`src/rtl/segment_walker_pkg.sv`:
```
// Shared types and defaults for the segment walker.
// State encodings and descriptor widths match the descriptor queue.
package segment_walker_pkg;

    localparam int SW_IDX_W  = 32;
    localparam int SW_ADDR_W = 32;
    localparam int SW_ERR_W  = 16;
    localparam int SW_STAT_W = 32;

    typedef enum logic [1:0] {
        WALK_IDLE = 2'd0,
        WALK_WALK = 2'd1,
        WALK_DONE = 2'd2,
        WALK_ERR  = 2'd3
    } walk_state_e;

endpackage

```
`src/rtl/segment_walker.sv`:
```
// Pops segment descriptors and issues one tagged read per index si..ei.
// Optional counters stat_segs/stat_smps are built only with `WALK_STATS_EN.
module segment_walker
    import segment_walker_pkg::*;
#(
    parameter int IDX_W  = SW_IDX_W,
    parameter int ADDR_W = SW_ADDR_W,
    parameter int ERR_W  = SW_ERR_W
) (
    input  logic              Clk,
    input  logic              Rst,
    input  logic              en,
    input  logic              q_valid,
    input  logic [IDX_W-1:0]  q_si,
    input  logic [IDX_W-1:0]  q_ei,
    input  logic [IDX_W-1:0]  q_id,
    output logic              q_pop,
    output logic              rd_valid,
    input  logic              rd_ready,
    output logic [ADDR_W-1:0] rd_addr,
    output logic [IDX_W-1:0]  rd_id,
    output logic              rd_last,
    output logic              seg_done,
    output logic [IDX_W-1:0]  seg_done_id,
    output logic              busy,
    output logic [ERR_W-1:0]  err_cnt,
    output logic [31:0]       stat_segs,
    output logic [31:0]       stat_smps
);

    walk_state_e      state_q;
    logic [IDX_W-1:0] cur_q;
    logic [IDX_W-1:0] end_q;
    logic [IDX_W-1:0] id_q;
    logic [ERR_W-1:0] err_q;
    logic [IDX_W-1:0] cur_d;
    logic             at_end;
    logic             hs;

    assign at_end = (cur_q == end_q);
    assign cur_d  = cur_q + IDX_W'(1);
    assign hs     = rd_valid && rd_ready;

    // Gated by Rst so no pop can escape while reset holds the FSM in IDLE.
    assign q_pop = Rst && (state_q == WALK_IDLE) && en && q_valid;

    assign rd_valid    = (state_q == WALK_WALK);
    assign rd_addr     = cur_q[ADDR_W-1:0];
    assign rd_id       = id_q;
    assign rd_last     = rd_valid && at_end;
    assign seg_done    = (state_q == WALK_DONE);
    assign seg_done_id = id_q;
    assign busy        = (state_q != WALK_IDLE);
    assign err_cnt     = err_q;

    always_ff @(posedge Clk or negedge Rst) begin
        if (!Rst) begin
            state_q <= WALK_IDLE;
            cur_q   <= '0;
            end_q   <= '0;
            id_q    <= '0;
            err_q   <= '0;
        end else begin
            unique case (state_q)
                WALK_IDLE: begin
                    if (en && q_valid) begin
                        cur_q   <= q_si;
                        end_q   <= q_ei;
                        id_q    <= q_id;
                        state_q <= (q_ei >= q_si) ? WALK_WALK : WALK_ERR;
                    end
                end
                WALK_WALK: begin
                    // Compare before increment: ei of all-ones never wraps.
                    if (rd_ready) begin
                        if (at_end) state_q <= WALK_DONE;
                        else        cur_q   <= cur_d;
                    end
                end
                WALK_DONE: state_q <= WALK_IDLE;
                WALK_ERR: begin
                    if (err_q != '1) err_q <= err_q + ERR_W'(1);
                    state_q <= WALK_IDLE;
                end
            endcase
        end
    end

`ifdef WALK_STATS_EN
    logic [31:0] segs_q;
    logic [31:0] smps_q;

    always_ff @(posedge Clk or negedge Rst) begin
        if (!Rst) begin
            segs_q <= '0;
            smps_q <= '0;
        end else begin
            if (seg_done) segs_q <= segs_q + 32'd1;
            if (hs)       smps_q <= smps_q + 32'd1;
        end
    end

    assign stat_segs = segs_q;
    assign stat_smps = smps_q;
`else
    logic unused_hs;
    assign unused_hs = hs;
    assign stat_segs = '0;
    assign stat_smps = '0;
`endif

endmodule

```
`config.mk`:
```
export PLATFORM = sky130hd
export DESIGN_NAME = segment_walker
export DESIGN_NICKNAME = d
export VERILOG_FILES = /design/src/rtl/segment_walker_pkg.sv /design/src/rtl/segment_walker.sv
export SDC_FILE = /design/constraint.sdc
export NUM_CORES = 1
export LEC_CHECK = 0
export CAP_MARGIN = 20
export CORE_MARGIN = 2
export CORE_UTILIZATION = 48
export DETAILED_ROUTE_END_ITERATION = 12
export PLACE_DENSITY = 0.87
export SLEW_MARGIN = 15
export SYNTH_ARGS = -nofsm -noshare
export SYNTH_HDL_FRONTEND = slang
export SYNTH_SLANG_ARGS = --single-unit
```
`constraint.sdc`:
```
create_clock -name Clk -period 3.5 [get_ports Clk]
set_clock_uncertainty 0.15 [all_clocks]
set_input_delay 0.35 -clock Clk [delete_from_list [all_inputs] [get_ports Clk]]
set_output_delay 0.35 -clock Clk [all_outputs]
set_load 0.01 [all_outputs]
```
# Word level (Yosys, flattened, before mapping)
# Index checks and enable logic that the tools add are counted.
# totals
input_bits	101
register_bits	114
out_inout_bits	181
# classes
mux	9
n_reduce_logical	13
n_lt_le_gt_ge	1
n_addsub	2
n_eq_ne	9
# op_table
operator	count
two-way mux 32 bit	3
case mux 32 bit (2 select lines)	1
adder 32 x 1 -> 32 bit (second input constant)	1
== test 32 bit	1
>= comparator 32 bit	1
adder 16 x 1 -> 16 bit (second input constant)	1
!= test 16 bit (second input constant)	1
two-way mux 2 bit	4
!= test 2 x 1 -> 1 bit (second input constant)	3
case mux 2 bit (3 select lines)	1
logical AND 1 bit	5
== test 2 bit (second input constant)	2
AND reduction 2 bit	2
AND reduction 4 bit	1
nonzero test 2 bit	2
AND reduction 3 bit	1
== test 2 x 1 -> 1 bit (second input constant)	1
zero test 2 bit	1
!= test 2 bit (second input constant)	1
OR reduction 2 bit	1

# Longest topological paths before layout
# Gate-level depths: netlist (run 1).
# depth
word_depth	4
mapped_depth	9

# Worst setup path after synthesis (run 1)
# No wires, ideal clock.
# synth_timing
kind	register to register
from	register cur_q[23] (netlist: rd_addr[23])
to	register cur_q[4] (netlist: rd_addr[4])
period_less_slack_ns	2.233
stages_incl_launch_ff	9
path_slack_ns	1.267
required_ns	3.224
arrival_time_ns	1.957
cell_sequence	dfrtp_1 -> buf_6 -> xor2_1 -> nor4_1 -> nand4_1 -> o211ai_2 -> buf_4 -> nor2_1 -> o32a_1
# synth_between
elab_chain_len	3
# synth_lines
item	line_no	text
start, declared	segment_walker.sv:32	logic [IDX_W-1:0] cur_q;
start signal, assigned	segment_walker.sv:67	cur_q <= q_si;
start signal, assigned	segment_walker.sv:77	else cur_q <= cur_d;
== test 32 bit	segment_walker.sv:40	assign at_end = (cur_q == end_q);
!= test 2 bit (no line)	-	
AND reduction 4 bit (no line)	-	
# Every way passes these cells.
# A chain may end at the register's enable or synchronous reset.

# Final worst setup path (run 1)
# layout_timing
from	register cur_q[4] (netlist: rd_addr[4])
to	output rd_last
# layout_between
elab_chain_len	2
# layout_lines
item	line_no	text
== test 32 bit	segment_walker.sv:40	
logical AND 1 bit	segment_walker.sv:50	assign rd_last = rd_valid && at_end;
end, declared	segment_walker.sv:22	output logic rd_last,
# Every way passes these cells.

==> out/qor.tcl, run 1 <==
set qor(drt-wirelength-per-cell_um) 17.84
set qor(global_route.usage.met3) 0.07434
set qor(final.hold.worst_slack_ns) 0.3083
set qor(cell_area_placed_sq_um) 8967
set qor(vias) 6551
set qor(crit_type) {flip-flop to output port}
set qor(place_inst) 1176
set qor(post_cts.resized_instances) 0
set qor(finalInstanceArea_sq_um) 9689
set qor(globalRouteMet1Util) 0.3571
set qor(grt_first_pass_wirelength_mm) 34.10
set qor(worst_hold_path_type) {primary input to flip-flop}
set qor(worst-path-max-fanout) 9
set qor(slowest_delay_ns) 0.61
set qor(cts.clk_slew.worst_paths_ns) 0.05
set qor(dieArea_sq_um) 15940
set qor(postLayoutCoreUtil) 0.6642
set qor(synth-async-reset-ratio) 1.000
set qor(ctsRootBufferMaster) {sky130_fd_sc_hd__clkbuf_16}
set qor(clock_tree_from_tritoncts) {done}
set qor(average_instance_area_after_synthesis_sq_um) 8.563
set qor(final.setup.worst_slack_ns) 0.1864
set qor(finalPower_mw) 8.179
set qor(mappedNetlistArea_sq_um) 7176
set qor(critPathArrivalTime_ns) 2.81
set qor(place.detailed.hpwl_mm) 15.14
set qor(tightestPinTransition_ns) 1.049
set qor(max_slew_margin) 0.3009
set qor(ir_worst_vdd_uv) 528.2
set qor(layout_worst_path_cycle_share) 0.9467
set qor(cp_cell_sequence) {xor2_1 -> nor4_1 -> nand4_1 -> nor3_1 -> clkdlybuf4s50_1}
set qor(number_of_pins_exceeding_their_max_slew_limit_in_the_final_report) 0
set qor(clock_sink_count) 114
set qor(synth_top_area_share) 0.3976
set qor(cp.required_ns) 3.00
set qor(leakage_nw) 4.498
set qor(report.final.setup_viol) 0
set qor(number_of_optimization_iterations_in_the_first_detailed_route_pass) 5
set qor(postCtsSetupBuffers) 0
set qor(routabilityCongestion) 0.9339
set qor(drcViolationCount) 0
set qor(grt_antenna_before_repair) 0
set qor(yosys_most_used_dff) {sky130_fd_sc_hd__dfrtp_1}
set qor(first_global_vias) 6320
set qor(synth-edff-count) 0
set qor(grt_setup_unrepaired) {no}
set qor(num_cts_buffers) 17
set qor(num-fill-cells) 1178
set qor(synth_warnings) 0
set qor(power_density_nw_per_um2) 844.1
set qor(final_sum_of_negative_setup_slack_ns) 0
set qor(floorplan.io_pins) 282
set qor(totalWireLength_mm) 21.56
set qor(via_per_inst) 5.419
set qor(yosys.cell_types.count) 54
set qor(timing.critical_path.buf_inv) 1
set qor(floorplan.initialDensity) 0.4919
set qor(drt-initial-drc-count) 497
set qor(syn2layout_area_growth_pct) 35.03
set qor(die_width_um) 126.3
set qor(period_needed_ns) 3.314
set qor(clock_latency_ns) 0.42
set qor(ant_nets) 0
set qor(synth.cells.most_frequent) {sky130_fd_sc_hd__nand2_1 (219), sky130_fd_sc_hd__dfrtp_1 (114), sky130_fd_sc_hd__buf_4 (99)}
set qor(total_routing_usage_reported_by_global_routing) 0.2697
set qor(final_net_count) 1147
set qor(gr-total-overflow) 0
set qor(post-place-ws_ns) 0.5874
set qor(synth-seq-cells) 114
set qor(drv_cap) 0
set qor(layout_cell_share_with_drive_strength_beyond_1) 0.04976
set qor(cts_hold_buffers) 1
set qor(count_of_buffers_from_port_buffering) 217
set qor(yosys-top-cells-area) {sky130_fd_sc_hd__dfrtp_1 (40%), sky130_fd_sc_hd__nand2_1 (11%), sky130_fd_sc_hd__buf_4 (10%), sky130_fd_sc_hd__ha_1 (5.9%), sky130_fd_sc_hd__xor2_1 (4.5%)}
set qor(worstSetupStartpointType) {flip-flop}
set qor(cts-root-to-sink-buffers) 2
set qor(number_of_levels_in_the_clock_h_tree) 4
set qor(grt.met2_usage) 0.4393
set qor(timing.fmax_ghz) 0.3018
set qor(synth_area_leader_cell) {sky130_fd_sc_hd__dfrtp_1}
set qor(synthesis.instances) 838
set qor(synth.most_common_cell) {sky130_fd_sc_hd__nand2_1}
set qor(num_antenna_cells) 0
set qor(globalRoute.busiestLayer) {met2}
set qor(coreArea_sq_um) 14590
set qor(die_extent_in_y_um) 126.3
set qor(placement_rows) 44
set qor(crit_path_top_delay_cell) {sky130_fd_sc_hd__clkdlybuf4s50_1}
set qor(crit_path_end_kind) {output port}
set qor(result_of_the_run) {complete, no violations}
set qor(finalHoldViolCount) 0
set qor(yosysSeqAreaShare) 0.3976
set qor(layout.cells.non_filler) 1209
set qor(critPathTopFamily) {simple AND/OR/NAND/NOR gates}
set qor(largest_net_degree_at_the_start_of_global_routing) 84
## worst register-to-register path: cells and delay by family (launching register included)
| kind | cells | cell delay, ns |
|---|---|---|
| AND/OR/NAND/NOR | 3 | 1.56 |
| XOR/XNOR | 1 | 0.24 |
| AO/OA/AOI/OAI | 2 | 0.53 |
| flip-flops | 1 | 0.50 |
## final cells by class
class / count / area (sq um) / area share
inverters: 39 / 146.4 / 0.01511
well taps: 184 / 230.2 / 0.02376
flip-flops and latches: 114 / 2853 / 0.2944
multi-input cells: 614 / 3508 / 0.3621
clock inverters: 15 / 286.5 / 0.02957
repair buffers: 226 / 2240 / 0.2311
clock buffers: 17 / 425.4 / 0.04390
## registers in the layout, summed over array words and instances, names as in the netlist
signal   cells
rd_addr     32
state_q      2
rd_id       32
end_q       32
err_cnt     16
## power breakdown
| part | total [mW] | internal (mW) | leakage [nW] | switching, mW |
|---|---|---|---|---|
| clock | 2.12 | 1.47 | 0.339 | 0.645 |
| combinational | 3.48 | 1.75 | 2.75 | 1.73 |
| sequential | 2.58 | 1.89 | 1.41 | 0.692 |
| total | 8.18 | 5.11 | 4.50 | 3.07 |
## layer usage
| metal | wire length (um) | vias to the layer above |
|---|---|---|
| li1 | - | 3044 |
| met1 | 8620 | 3116 |
| met2 | 10640 | 351 |
| met3 | 1977 | 40 |
| met4 | 325 | 0 |
| met5 | 0 | - |
## cell families (layout without fill, tap and decap cells)
logic type      after synthesis  in the layout  share of synthesized area
compound gates              114            114                     0.1154
xor+xnor                     47             47                    0.05737
fa+ha+maj                    34             34                    0.05929
buf+inv                     173            297                     0.1482
flops                       114            114                     0.3976
mux                           1              1                   0.001569
other cells                   1             64                  0.0005226
simple gates                354            354                     0.2201
## worst paths after layout
kind	startpoint	endpoint	slack, ns	cells after the start
min in group asynchronous	Rst	end_q[21]	0.33	2
worst max-delay path	rd_addr[4]	rd_last	0.19	5
max in group asynchronous	Rst	rd_id[16]	1.52	3
worst min-delay path	q_id[30]	rd_id[30]	0.31	3
worst max register to register	rd_addr[4]	rd_addr[11]	0.32	6
worst min register to register	end_q[30]	end_q[30]	0.35	2
## layout by cell type (no fill, tap or decap), types with 9 or more instances in the layout
| cell type | Yosys | routed |
|---|---|---|
| sky130_fd_sc_hd__clkdlybuf4s50_1 | 0 | 216 |
| sky130_fd_sc_hd__xnor2_1 | 10 | 10 |
| sky130_fd_sc_hd__nor2_1 | 30 | 29 |
| sky130_fd_sc_hd__clkbuf_16 | 0 | 17 |
| sky130_fd_sc_hd__buf_4 | 99 | 9 |
| sky130_fd_sc_hd__nor3_1 | 16 | 16 |
| sky130_fd_sc_hd__nand2_1 | 219 | 219 |
| sky130_fd_sc_hd__nand3_1 | 20 | 19 |
| sky130_fd_sc_hd__inv_1 | 38 | 38 |
| sky130_fd_sc_hd__xor2_1 | 37 | 37 |
| sky130_fd_sc_hd__ha_1 | 34 | 34 |
| sky130_fd_sc_hd__conb_1 | 1 | 64 |
| sky130_fd_sc_hd__o32a_1 | 18 | 18 |
| sky130_fd_sc_hd__o21ai_0 | 16 | 16 |
| sky130_fd_sc_hd__nor4_1 | 13 | 13 |
| sky130_fd_sc_hd__nand4_1 | 19 | 19 |
| sky130_fd_sc_hd__dfrtp_1 | 114 | 114 |
| sky130_fd_sc_hd__a21oi_1 | 31 | 31 |
Note: power is estimated with default switching activity, not from simulation.
==> inputs of run 2 (changes only) <==
Settings changed: CORE_MARGIN 2 to 1, CORE_UTILIZATION 48 to 46, PLACE_DENSITY 0.87 to 0.84, RECOVER_POWER from default to 100.
==> out/qor.tcl, run 2 (synthesized netlist as in run 1, its figures left out) <==
set qor(result_of_the_run) {finished with violations}
set qor(violations) {capacitance limit, slew limit}
set qor(cp.required_ns) 3.71
set qor(layout_cell_share_with_drive_strength_beyond_1) 0.04669
set qor(count_of_buffers_from_port_buffering) 217
set qor(postCtsSetupBuffers) 0
set qor(critPathArrivalTime_ns) 3.44
set qor(ctsRootBufferMaster) {sky130_fd_sc_hd__clkbuf_16}
set qor(setup.worst_path.start) {rd_addr[1]}
set qor(number_of_optimization_iterations_in_the_first_detailed_route_pass) 5
set qor(regToRegStartpoint) {rd_addr[1]}
set qor(met3_wirelength_mm) 1.648
set qor(place_inst) 1183
set qor(critPathTopFamily) {simple AND/OR/NAND/NOR gates}
set qor(slowest_delay_ns) 0.68
set qor(grt_setup_unrepaired) {no}
set qor(timing.critical_path.depth) 7
set qor(final_net_count) 1150
set qor(routabilityCongestion) 0.9500
set qor(finalHoldViolCount) 0
set qor(num-fill-cells) 1319
set qor(final_sum_of_negative_setup_slack_ns) 0
set qor(met1Wirelength_mm) 8.598
set qor(power_density_nw_per_um2) 801.7
set qor(finalInstanceArea_sq_um) 9613
set qor(period_needed_ns) 3.227
set qor(layout.cells.non_filler) 1216
set qor(die_extent_in_y_um) 126.9
set qor(timing.fmax_ghz) 0.3099
set qor(place.detailed.hpwl_mm) 15.41
set qor(cp_cell_sequence) {xor2_1 -> nor4_1 -> nand4_1 -> o211ai_1 -> clkbuf_1 -> nand2_1 -> o2bb2a_4}
set qor(layout.cells.most_common_list) {sky130_fd_sc_hd__nand2_1 (219), sky130_fd_sc_hd__dlygate4sd3_1 (118), sky130_fd_sc_hd__dfrtp_1 (114)}
set qor(topRoutingLayerUsed) {met4}
set qor(number_of_pins_exceeding_their_max_slew_limit_in_the_final_report) 160
set qor(post-place-ws_ns) 0.7966
set qor(regToRegSetupSlack_ns) 0.27
set qor(worstSetupStartpointType) {flip-flop}
set qor(total_routing_usage_reported_by_global_routing) 0.2675
set qor(num_cts_buffers) 17
set qor(timing.hold.worst_path_depth) 3
set qor(met2_length_mm) 10.24
set qor(drt-initial-drc-count) 503
set qor(crit_type) {flip-flop to flip-flop}
set qor(grt_first_pass_wirelength_mm) 33.29
set qor(final.setup.worst_slack_ns) 0.2727
set qor(coreArea_sq_um) 15200
set qor(ir_worst_vdd_uv) 414.6
set qor(worst-path-max-fanout) 18
set qor(clock_tree_from_tritoncts) {done}
set qor(post_cts.resized_instances) 0
set qor(clock_sink_count) 114
set qor(most_frequent_standard_cell_in_the_layout_excluding_fill_and_tap_cells) {sky130_fd_sc_hd__nand2_1}
set qor(r2r_end) {rd_addr[31]}
set qor(tightestPinTransition_ns) 1.930
set qor(floorplan.initialDensity) 0.4720
set qor(cts-root-to-sink-buffers) 2
set qor(placement_rows) 45
set qor(vias) 6488
set qor(drt-wirelength-per-cell_um) 17.24
set qor(timing.critical_path.buf_inv) 1
set qor(syn2layout_area_growth_pct) 33.97
set qor(drcViolationCount) 0
set qor(die_width_um) 126.9
set qor(grt_antenna_before_repair) 0
set qor(timing.reg2reg.worst_path_depth) 7
set qor(num_antenna_cells) 0
set qor(crit_path_top_delay_cell) {sky130_fd_sc_hd__clkbuf_1}
set qor(totalWireLength_mm) 20.96
set qor(leakage_nw) 4.619
set qor(layout_worst_path_cycle_share) 0.9221
set qor(max_slew_margin) -0.2868
set qor(report.final.setup_viol) 0
set qor(cts.clk_slew.worst_paths_ns) 0.05
set qor(worst_hold_path_type) {primary input to flip-flop}
set qor(number_of_levels_in_the_clock_h_tree) 4
set qor(dieArea_sq_um) 16100
set qor(ant_nets) 0
set qor(floorplan.io_pins) 282
set qor(cell_area_placed_sq_um) 8995
set qor(via_per_inst) 5.336
set qor(cts_hold_buffers) 1
set qor(clock_latency_ns) 0.43
set qor(first_global_vias) 6287
set qor(crit_path_end_kind) {flip-flop}
set qor(gr-total-overflow) 0
set qor(largest_net_degree_at_the_start_of_global_routing) 83
set qor(critical_path.endpoint) {rd_addr[31]}
set qor(drv_cap) 2
==> run 2: cell types whose count changed in the layout (fill, tap and decap cells not counted), sizes merged, moves of 3 or more <==
cell	previous run	this run
bufinv	8	5
clkbuf	17	26
clkdlybuf4s50	216	99
clkinvlp	3	0
dlygate4sd3	1	118
==> run 2: worst min path at each step <==
stage / to / startpoint / slack [ns]
after floorplan: end_q[0] / Rst / -0.1
after global placement: err_cnt[11] / Rst / 0.19
after detailed placement: err_cnt[11] / Rst / 0.20
after CTS: rd_id[7] / q_id[7] / 0.29
after global routing: rd_id[7] / q_id[7] / 0.29
final: rd_id[27] / q_id[27] / 0.30
==> run 2: power breakdown <==
group	total [mW]	internal, mW	switching (mW)
Combinational	3.27	1.55	1.72
Sequential	2.55	1.89	0.666
Clock	1.88	1.27	0.606
==> run 2: final cells by class <==
class	instances	area, sq um	share of cell area
clock buffers	21	450.4	0.04686
well taps	188	235.2	0.02447
repair buffers	229	2248	0.2339
multi-input cells	614	3496	0.3637
inverters	39	146.4	0.01523
flip-flops and latches	114	2853	0.2968
clock inverters	11	183.9	0.01913
==> run 2: metrics by stage <==
step           power, mW    util  hold WS [ns]
5_1_grt            8.161  0.6323        0.2927
2_1_floorplan      4.440       -      -0.09559
3_3_place_gp       5.929  0.5917        0.1943
3_5_place_dp       6.022  0.5917        0.2007
4_1_cts            7.945  0.6341        0.2945
6_report           7.707  0.6323        0.3022
==> run 2: metal layers <==
layer | global-route usage | vias to the layer above
met3 | 0.06917 | 43
met4 | 0.09174 | 0
met1 | 0.3422 | 3097
li1 | - | 3033
met5 | 0 | -
met2 | 0.4392 | 315
==> run 2: worst reg2reg max path, stage by stage, from the launching register on <==
cell and delay, ns:
sky130_fd_sc_hd__dfrtp_1 0.43, sky130_fd_sc_hd__xor2_1 0.18, sky130_fd_sc_hd__nor4_1 0.47, sky130_fd_sc_hd__nand4_1 0.24, sky130_fd_sc_hd__o211ai_1 0.28, sky130_fd_sc_hd__clkbuf_1 0.68, sky130_fd_sc_hd__nand2_1 0.42, sky130_fd_sc_hd__o2bb2a_4 0.31
==> edit 1, RTL diff (settings of run 1) <==
The package constant `SW_ERR_W` goes from 16 to 12.
--- a/src/rtl/segment_walker_pkg.sv
+++ b/src/rtl/segment_walker_pkg.sv
@@ -4,7 +4,7 @@
 
     localparam int SW_IDX_W  = 32;
     localparam int SW_ADDR_W = 32;
-    localparam int SW_ERR_W  = 16;
+    localparam int SW_ERR_W  = 12;
     localparam int SW_STAT_W = 32;
 
     typedef enum logic [1:0] {
Interface: changed (resized err_cnt); port bits go from 282 to 278. No check against the original RTL was run, so the function may have changed too.
==> edit 1 against run 1 <==
- fmax is 8.4% higher
- highest routed layer unchanged
- wire length decreased by 2.3%
- critical path depth increased by 1
- final area decreased by 4.6%
- combinational power is 8.0% higher
- non-clock buffer count is 1 lower
- critical path type unchanged
- setup slack gained 0.26 ns
- area after synthesis decreased by 0.75%
- sequential cell count shrank 4
- total power decreased by 8.9%
- via count is 1.6% lower
==> edit 1: results (changes against run 1) <==
* Synth Area in Compound Gates at 9.93% (-1.6 points)
* Proportion of synthesized area in mux cells at 0.720% (+0.56 points)
* Detailed-route wire length on metal 1 at 8.70 mm (+0.93%)
* Launch instance of the worst min-delay path: end_q[31]
* H-tree depth reported by CTS at 3 (-1)
* Final weighted congestion in routability-driven placement at 0.983 (+5.2%)
* Met2 routing resource usage after global routing at 43.1% (-0.88 points)
* Via count of the first global-routing pass at 6224 (-1.5%)
* Register-to-Register Path Depth at 7 (+1)
* Final period util at 87.4% (-7.3 points)
* Filler cell count in the final layout at 1205 (+2.3%)
* Met3 Wirelength at 1.72 mm (-13%)
* Storage element area at 2750 um^2 (-3.5%)
* Class of the most critical hold timing path: register to register
* Highest net fanout along the worst path at 5 (-4)
* Worst-path clk slew at 0.08 ns (+0.03 ns)
* Leak at 0.00428 uW (-4.8%)
* IR Drop Worst-Case VDD at 0.308 mV (-42%)
* Final routed wire length divided by cell count at 17.6 um (-1.5%)
* Fraction of standard cell area in multi-input logic at 38.6% (+2.4 points)
* Post-Place Cell Area at 8920 um^2 (-0.49%)
* Source-to-sink clock delay at the later pin of the worst-skew pair at 0.35 ns (-0.07 ns)
* Clk_buf instances at 9 (-8)
* Seq/Total Area, Yosys at 38.7% (-1.1 points)
* Detailed Route Iter0 Violations at 647 (+30%)
* Number of combinational gates with multiple inputs at 625 (+1.8%)
* Depth of the worst hold-timing path at 2 (-1)
* Most used standard cells in the synthesized netlist: sky130_fd_sc_hd__nand2_1 (224), sky130_fd_sc_hd__dfrtp_1 (110), sky130_fd_sc_hd__buf_4 (99)
* Worst r2r dst: rd_addr[28]
* Leading cell types by total area after synthesis: sky130_fd_sc_hd__dfrtp_1 (39%), sky130_fd_sc_hd__nand2_1 (12%), sky130_fd_sc_hd__buf_4 (10%)
* Cells after Synth at 842 (+0.48%)
* Share of final-layout standard cells stronger than drive strength 1 at 5.02% (+0.049 points)
* Post-synthesis xor/xnor area fraction at 5.27% (-0.47 points)
* Area share of fa/ha/maj cells after synthesis at 5.97% (+0.045 points)
* Post-placement worst setup slack at 0.824 ns (+0.237 ns)
* Distinct cells, synth at 63 (+17%)
* Met2 Wirelength at 10.0 mm (-5.7%)
* Sink Count at 110 (-3.5%)
* Fraction of power spent switching nets at 41.5% (+4.0 points)
* Hold-critical path endpoint: end_q[31]
* Met3 Track Usage GR at 5.01% (-2.4 points)
* Proportion of cell area spent on the clock network at 3.30% (-4.0 points)
* Run status: complete, no violations
-- edit 1: cell count changes after synthesis, moves of 6 or more --
| cell | change |
|---|---|
| sky130_fd_sc_hd__clkbuf_1 | -9 |
| sky130_fd_sc_hd__nor2_1 | +19 |
| sky130_fd_sc_hd__nor3_1 | -9 |
| sky130_fd_sc_hd__nand4_1 | +6 |
| sky130_fd_sc_hd__xor2_1 | -34 |
| sky130_fd_sc_hd__xnor2_1 | +28 |
| sky130_fd_sc_hd__a21oi_1 | +10 |
| sky130_fd_sc_hd__nor4_1 | -8 |
| sky130_fd_sc_hd__o32a_1 | -11 |
| sky130_fd_sc_hd__buf_1 | +7 |
-- edit 1: worst min-delay path, delay by kind of cell (launching register included) --
kind / cells / cell delay, ns
flops: 1 / 0.36
simple gates: 2 / 0.11
-- edit 1: power by group through the flow --
stage,Sequential [uW],Clock (uW),Combinational (uW)
finish,2640,1060,3760
global route,2720,1120,4030
CTS,2610,1080,3760
detailed placement,2620,0,3740
global placement,2590,0,3660
floorplan,2590,0,2040
==> edit 2, RTL diff (flow settings as in run 1) <==
Made on the original files. The 4 states of `walk_state_e` get a Gray code encoding in 2 bits.
--- a/src/rtl/segment_walker_pkg.sv
+++ b/src/rtl/segment_walker_pkg.sv
@@ -8,10 +8,10 @@
     localparam int SW_STAT_W = 32;
 
     typedef enum logic [1:0] {
-        WALK_IDLE = 2'd0,
-        WALK_WALK = 2'd1,
-        WALK_DONE = 2'd2,
-        WALK_ERR  = 2'd3
+        WALK_IDLE = 2'b00,
+        WALK_WALK = 2'b01,
+        WALK_DONE = 2'b11,
+        WALK_ERR  = 2'b10
     } walk_state_e;
 
 endpackage
Check against the original RTL: no difference found for any inputs over 4 cycles, from zero or initial values and one cycle with Rst low; so few cycles prove little.
==> edit 2 against run 1 <==
- fmax up 1.5%
- total power up 3.4%
- area after synthesis up 1.4%
- register-to-register slack better by 0.31 ns
- final area up 0.84%
- sequential cell count unchanged
- wire length up 0.42%
- utilization down 1.4 points
- setup slack better by 0.048 ns
- cell count up 2.0%
- critical path type unchanged
- critical endpoint unchanged
- largest cell class unchanged
- highest routed layer unchanged
==> edit 2: results (changes against run 1) <==
* CTS-repair resized insts at 0 (unchanged)
* Cell at the slowest stage of the critical path: sky130_fd_sc_hd__clkdlybuf4s50_1
* Final weighted congestion in routability-driven placement at 0.923 (-1.2%)
* Number of buffers on the longest clock path at 2 (unchanged)
* Cells after Synth at 851 (+1.6%)
* Most used standard cells in the synthesized netlist: sky130_fd_sc_hd__nand2_1 (223), sky130_fd_sc_hd__dfrtp_1 (114), sky130_fd_sc_hd__buf_4 (96)
* Yosys synthesis warning count at 0 (unchanged)
* Worst-path clk slew at about 0.060 ns
* Delay contributed by the slowest stage of the critical path at 0.55 ns (-0.06 ns)
* Master cell of the clock root buffer: sky130_fd_sc_hd__clkbuf_16
* Seq/Total Area, Yosys at 39.2% (-0.55 points)
* First-pass GRT wire length at 33.9 mm (-0.44%)
* Via count of the first global-routing pass at 6491 (+2.7%)
* Drt total wl at 21.7 mm (+0.42%)
* H-tree depth reported by CTS at 4 (unchanged)
* Final routed wire length divided by cell count at 17.6 um (-1.5%)
* Global router's overall resource usage at 26.5% (-0.44 points)
* Met2 Wirelength at 10.2 mm (-4.1%)
* Half-perimeter wire length after placement at 15.8 mm (+4.5%)
* Ys async rst share at 100% (unchanged)
* Leading cell types by total area after synthesis: sky130_fd_sc_hd__dfrtp_1 (39%), sky130_fd_sc_hd__nand2_1 (12%), sky130_fd_sc_hd__buf_4 (9.9%)
* IR Drop Worst-Case VDD at 0.433 mV (-18%)
* Number of antenna cells inserted at 0 (unchanged)
* Highest net fanout along the worst path at 6 (-3)
* Filler cell count in the final layout at 1220 (+3.6%)
* Post-synth top flop: sky130_fd_sc_hd__dfrtp_1
* Post-placement worst setup slack at 0.628 ns (+0.0407 ns)
* Met3 Track Usage GR at 7.45% (+0.020 points)
* Number of antenna violations at the first check in global routing at 0 (unchanged)
* Source-to-sink clock delay at the later pin of the worst-skew pair at ~0.41 ns
* TritonCTS buffer count at 17 (unchanged)
* Leak at 0.00458 uW (+1.8%)
* Met3 Wirelength at 2.28 mm (+15%)
* Class of the most critical hold timing path: input port to register
* Top routing layer in use: met4
* First-pass iteration count of the detailed router at 8 (+3)
* Met2 routing resource usage after global routing at 42.2% (-1.8 points)
* Distinct cells, synth at 67 (+24%)
* Global Route met1 Usage at 35.4% (-0.29 points)
* Number of cells after detailed placement at 1200 (+2.0%)
* Run status: complete, no violations
* Post-Place Cell Area at 9120 um^2 (+1.7%)
* IO buf count at 217 (unchanged)
* Crit path DAT at 2.77 ns (-0.04 ns)
* Detailed-route wire length on metal 1 at 8.62 mm (about the same)
* Maximum number of pins on one net before global-route repair at 70 (-17%)
* Most frequent cell after synthesis: sky130_fd_sc_hd__nand2_1
* Routed via count divided by cell count at 5.48 (+1.1%)
* Dominant delay contributor by cell family on the critical path: simple AND/OR/NAND/NOR gates
* Detailed Route Iter0 Violations at 758 (+53%)
* Share of final-layout standard cells stronger than drive strength 1 at 6.89% (+1.9 points)
* Slew HR at 40.2% (+10 points)
[edit 2: cell types whose count changed after synthesis, sizes merged, moves of 5 or more]
cell / before / now
o32a: 18 / 3
clkbuf: 25 / 15
buf: 109 / 117
a21oi: 31 / 38
o22ai: 4 / 11
a211oi: 0 / 6
a311oi: 0 / 5
nand2: 219 / 224
nor3: 16 / 11
o211ai: 6 / 1
o21ai: 16 / 21
[edit 2: repair_timing]
item / CTS / global route
endpoints found under the hold margin: 45 / 0
setup buffers: 0 / 0
hold buffers: 1 / 0
[edit 2: path summary, 6_finish.rpt]
check / start / to / slack [ns] / cells after the start
setup / recovery: rd_addr[15] / rd_last / 0.23 / 6
hold reg to reg: end_q[11] / end_q[11] / 0.35 / 2
hold / removal: q_id[12] / rd_id[12] / 0.32 / 3
max in group asynchronous: Rst / rd_addr[30] / 1.51 / 3
setup reg to reg: rd_addr[15] / rd_addr[6] / 0.63 / 7
min in group asynchronous: Rst / rd_addr[18] / 0.34 / 2
[edit 2: cell type report]
cell class	instances	area, um^2	area share, %
inverter	41	154	1.58
tap	188	235	2.41
sequential	114	2850	29.2
clock buffer	21	460	4.71
clock inverter	11	183	1.87
multi-input combinational	627	3600	36.8
timing repair buffer	231	2290	23.4
[edit 2: cells by family (layout without fill, tap and decap cells)]
group	count (synthesis)	in the layout	synth area share (%)
multiplexers	3	3	0.447
AO/OA/AOI/OAI	127	127	12.3
buffers and inverters	173	304	14.8
AND/OR/NAND/NOR	353	353	21.9
adder cells (fa/ha/maj)	34	34	5.85
other	1	64	0.0515
XOR/XNOR	46	46	5.54
flip-flops	114	114	39.2
[edit 2: where the power goes]
group,internal (uW),switching [uW]
Clock,1290,601
Sequential,1880,696
Combinational,1880,2100
